===== src/rtl/demux_16b_8output.sv =====
// demux_16b_8output
// One producer port steered by Op into eight 16-bit holding channels (A..H).
// Each channel is a two-state EMPTY/FULL handshake slot.
// A slot may be reloaded in the same cycle its consumer acks, which gives full throughput.
// Count tracks accepted writes modulo 256.

module demux_16b_8output (
    input  logic        CLK,
    input  logic        Reset,
    input  logic [15:0] In,
    input  logic [2:0]  Op,
    input  logic        In_valid,
    output logic        In_ready,
    output logic [15:0] A,
    output logic [15:0] B,
    output logic [15:0] C,
    output logic [15:0] D,
    output logic [15:0] E,
    output logic [15:0] F,
    output logic [15:0] G,
    output logic [15:0] H,
    output logic [7:0]  Out_valid,
    input  logic [7:0]  Out_ack,
    output logic [7:0]  Count
);

    typedef enum logic {
        EMPTY = 1'b0,
        FULL  = 1'b1
    } chan_state_t;

    logic        accept;
    logic [7:0]  sel_onehot;
    logic [15:0] chan_data [8];
    logic [7:0]  count_reg;
    logic [7:0]  count_next;

    // The selected slot can take data when it is empty, or when it is being drained this same cycle
    always_comb begin
        In_ready = ~Out_valid[Op] | Out_ack[Op];
    end

    // A write happens only on a handshake outside reset.
    // At most one slot is chosen, because Op selects exactly one slot.
    always_comb begin
        accept     = In_valid & In_ready & ~Reset;
        sel_onehot = 8'h00;
        if (accept) begin
            sel_onehot[Op] = 1'b1;
        end
    end

    generate
        for (genvar gi = 0; gi < 8; gi++) begin : g_chan
            chan_state_t state_reg;
            chan_state_t state_next;
            logic        load;
            logic [15:0] data_reg;

            // Slot state register; reset empties every slot
            always_ff @(posedge CLK) begin
                if (Reset) begin
                    state_reg <= EMPTY;
                end else begin
                    state_reg <= state_next;
                end
            end

            // Slot next-state and load decision.
            // An ack on an empty slot is ignored.
            // An ack that coincides with a new write leaves the slot FULL.
            always_comb begin
                state_next = state_reg;
                load       = 1'b0;
                case (state_reg)
                    EMPTY: begin
                        if (sel_onehot[gi]) begin
                            load       = 1'b1;
                            state_next = FULL;
                        end
                    end
                    FULL: begin
                        if (sel_onehot[gi]) begin
                            load       = 1'b1;
                            state_next = FULL;
                        end else if (Out_ack[gi]) begin
                            state_next = EMPTY;
                        end
                    end
                endcase
            end

            // Slot data holds its value after the consumer acks; it changes only on a new write
            always_ff @(posedge CLK) begin
                if (Reset) begin
                    data_reg <= 16'h0000;
                end else if (load) begin
                    data_reg <= In;
                end
            end

            assign Out_valid[gi] = (state_reg == FULL);
            assign chan_data[gi] = data_reg;
        end
    endgenerate

    assign A = chan_data[0];
    assign B = chan_data[1];
    assign C = chan_data[2];
    assign D = chan_data[3];
    assign E = chan_data[4];
    assign F = chan_data[5];
    assign G = chan_data[6];
    assign H = chan_data[7];

    // Accepted-write counter wraps naturally at 8 bits; acks do not affect it
    always_comb begin
        count_next = count_reg + {7'b0, accept};
    end

    // Counter register
    always_ff @(posedge CLK) begin
        if (Reset) begin
            count_reg <= 8'h00;
        end else begin
            count_reg <= count_next;
        end
    end

    assign Count = count_reg;

endmodule


===== config.mk =====
export PLATFORM = sky130hd
export DESIGN_NAME = demux_16b_8output
export DESIGN_NICKNAME = d
export VERILOG_FILES = /design/src/rtl/demux_16b_8output.sv
export SDC_FILE = /design/constraint.sdc
export NUM_CORES = 1
export LEC_CHECK = 0
export CORE_MARGIN = 5
export CORE_UTILIZATION = 48
export DETAILED_ROUTE_END_ITERATION = 6
export MAX_ROUTING_LAYER = met4
export PLACE_DENSITY = 0.81
export SYNTH_ARGS = -nofsm -noshare
export SYNTH_HDL_FRONTEND = slang
export SYNTH_SLANG_ARGS = --single-unit

===== constraint.sdc =====
create_clock -name CLK -period 3.35 [get_ports CLK]
set_clock_uncertainty 0.2 [all_clocks]
set_input_delay 0.67 -clock CLK [delete_from_list [all_inputs] [get_ports CLK]]
set_output_delay 0.67 -clock CLK [all_outputs]
set_load 0.02 [all_outputs]

==> metrics.txt <==
Hold Violations, Final 0; FFs w/ async S/R, synth 0%; Synth top area share 47.6%; Critical Path AT between 2 and 2.5 ns; gr usage total 22.8%; crit path buf inv count 4; final setup fails 0; Worst-path clk slew around 0.060 ns; Worst path most repeated cell buf_4; CTS Buf Count 17; Die Wd 122 µm; crit path kind in -> out; DR vias/cell 4.92; status finished clean; share of cells above drive strength 1 9.56%; Final TNS setup 0 ns; Pre-antenna DRT Iters 4; RSZ-0062 raised after global routing no; crit-path leading delay family buffers and inverters; Pleak 3.83 nW; CP endpoint kind output pin; slowest CP cell clkdlybuf4s50_1; Final period util a little under 100%; DRT antenna net count 0; area grow syn2layout 38.8%; Synth cell types 31; P per Cell Area 454 nW/µm²; Max rail drop VDD 0.306 mV; Slew headroom 66.5%; Top Ports around 180; Nets around 750; Vias roughly 4500; CORE AREA ~13000 µm²; WL final 16000 µm; DR DRC count 0; library cell with the largest summed area after synthesis dfxtp_1; maximum fanout along the worst path 10; TritonCTS clock tree yes; fin crit period 3.32 ns; MaxCap Viol Count 0; Syn Nets 590; total die area 15000 µm²; clk buf depth 2; Mapped Cells roughly 560; Min-Delay Path Class reg -> reg; commonest cells after routing, fill and taps aside clkdlybuf4s50_1 (172), nand2b_1 (153), dfxtp_1 (144); Avg Inst Size Synth 10.9 µm²; Startpoint Class primary input; I/O Buffers approximately 170; CTS sink cnt 144; vias in the first global route between 4000 and 5000; Die Y between 100 and 150 µm; top cells by area, synth dfxtp_1 (48%), mux2i_1 (22%), nand2b_1 (16%); crit path cell chain clkdlybuf4s50_1 > buf_4 > o32ai_1 > buf_4 > nor3_4 > or2_2 > buf_2; initial drt markers 210; Starting Density 48.4%; WL per Instance approximately 18 µm; synthesized flop and latch total 144; Worst-Skew Late Latency 0.41 ns; largest net degree at the start of global routing 105; Post-synth EDFFs 0; prevailing post-synth register cell dfxtp_1; Max stage delay on crit path 0.52 ns; Ys Warns 0; Req. time, crit path approximately 2.5 ns; leading cell type in the layout, fill and taps excluded clkdlybuf4s50_1; Peak Freq 301 MHz; Synth Cell Area 6060 µm²; Seq/Total Area, Yosys 47.6%; CTS Root Cell clkbuf_16; max-slew violation count 0; wire length of the first global-routing pass 25300 µm; antenna violations before repair 1; Cell Rows 41; total global routing overflow 0; HPWL Detailed 11400 µm; htree depth 4; GP Congestion 0.914; final hold slack 0.277 ns; worst slew pin tran approximately 0.50 ns
[per-layer routing]
layer / share of wire (%) / global-route usage (%) / vias up / wire length [µm]
li1: - / - / 2147 / -
met1: 41 / 26.5 / 2114 / 6650
met4: 2.3 / 8.19 / 0 / 361
met5: 0 / - / - / 0
met2: 48 / 36.1 / 160 / 7730
met3: 8.1 / 8.62 / 30 / 1300
[per-stage QoR]
step	util (%)	cells	setup WS (ns)	power (mW)	instance area [µm²]
6_report	67.2	905	0.0287	3.82	8410
5_1_grt	67.2	905	0.0186	3.95	8410
4_1_cts	67.2	904	0.0773	3.86	8410
3_5_place_dp	62.8	872	-0.329	2.08	7860
3_3_place_gp	62.8	872	-0.242	2.08	7860
2_1_floorplan	-	558	0.351	1.96	6060
[cell usage after synthesis (all sizes together), types with 2 or more instances]
master	number
o211ai	3
o21ai	14
nor2b	3
buf	43
nand2	2
xor2	4
and3	2
or3b	2
dfxtp	144
nor2	12
mux2i	133
inv	3
nor3	5
nand2b	153
ha	2
xnor2	2
a21oi	2
nand3	6
clkbuf	17
[where the power goes]
part           switching, mW  leakage [nW]  internal, mW
clock                  0.685         0.260          1.09
combinational          0.149          2.41         0.146
sequential            0.0148          1.16          1.74
[path summary, 6_finish.rpt]
kind                            cells after the start             endpoint  slack, ns                            from
worst max-delay path                                7             In_ready       0.03                           Op[2]
worst max register to register                     10  Count[4]$_SDFF_PP0_       0.78  g_chan[0].state_reg$_SDFF_PP0_
worst min-delay path                                2    E[0]$_SDFFE_PP0P_       0.28               E[0]$_SDFFE_PP0P_
worst min register to register                      2    E[0]$_SDFFE_PP0P_       0.28               E[0]$_SDFFE_PP0P_
[cell type report]
type / count / area [µm²]
Timing Repair Buffer: 202 / 2020
Inverter: 3 / 11.3
Fill cell: 1011 / 4100
Clock inverter: 10 / 114
Multi-Input combinational cell: 351 / 2730
Sequential cell: 144 / 2880
Tap cell: 172 / 215
Antenna cell: 1 / 2.50
Clock buffer: 22 / 444
[cells by family after synthesis]
kind of cell             synth area share, %
buffers and inverters                   7.84
multiplexers                            22.0
XOR/XNOR                               0.867
AND/OR/NAND/NOR                         18.9
flip-flops                              47.6
AO/OA/AOI/OAI                           2.42
adder cells (fa/ha/maj)                0.413
[worst min-delay path, cell delays in order (launching register included)]
cell and delay (ns):
dfxtp_1 0.31, nand2b_1 0.06, mux2i_1 0.06
[repair_timing]
action                                  CTS  global route
buffers inserted                          0             0
gates resized for setup                   5             0
endpoints found under the setup margin    1             0
hold buffers                              0             0
Note: power is estimated with default switching activity, not from simulation.
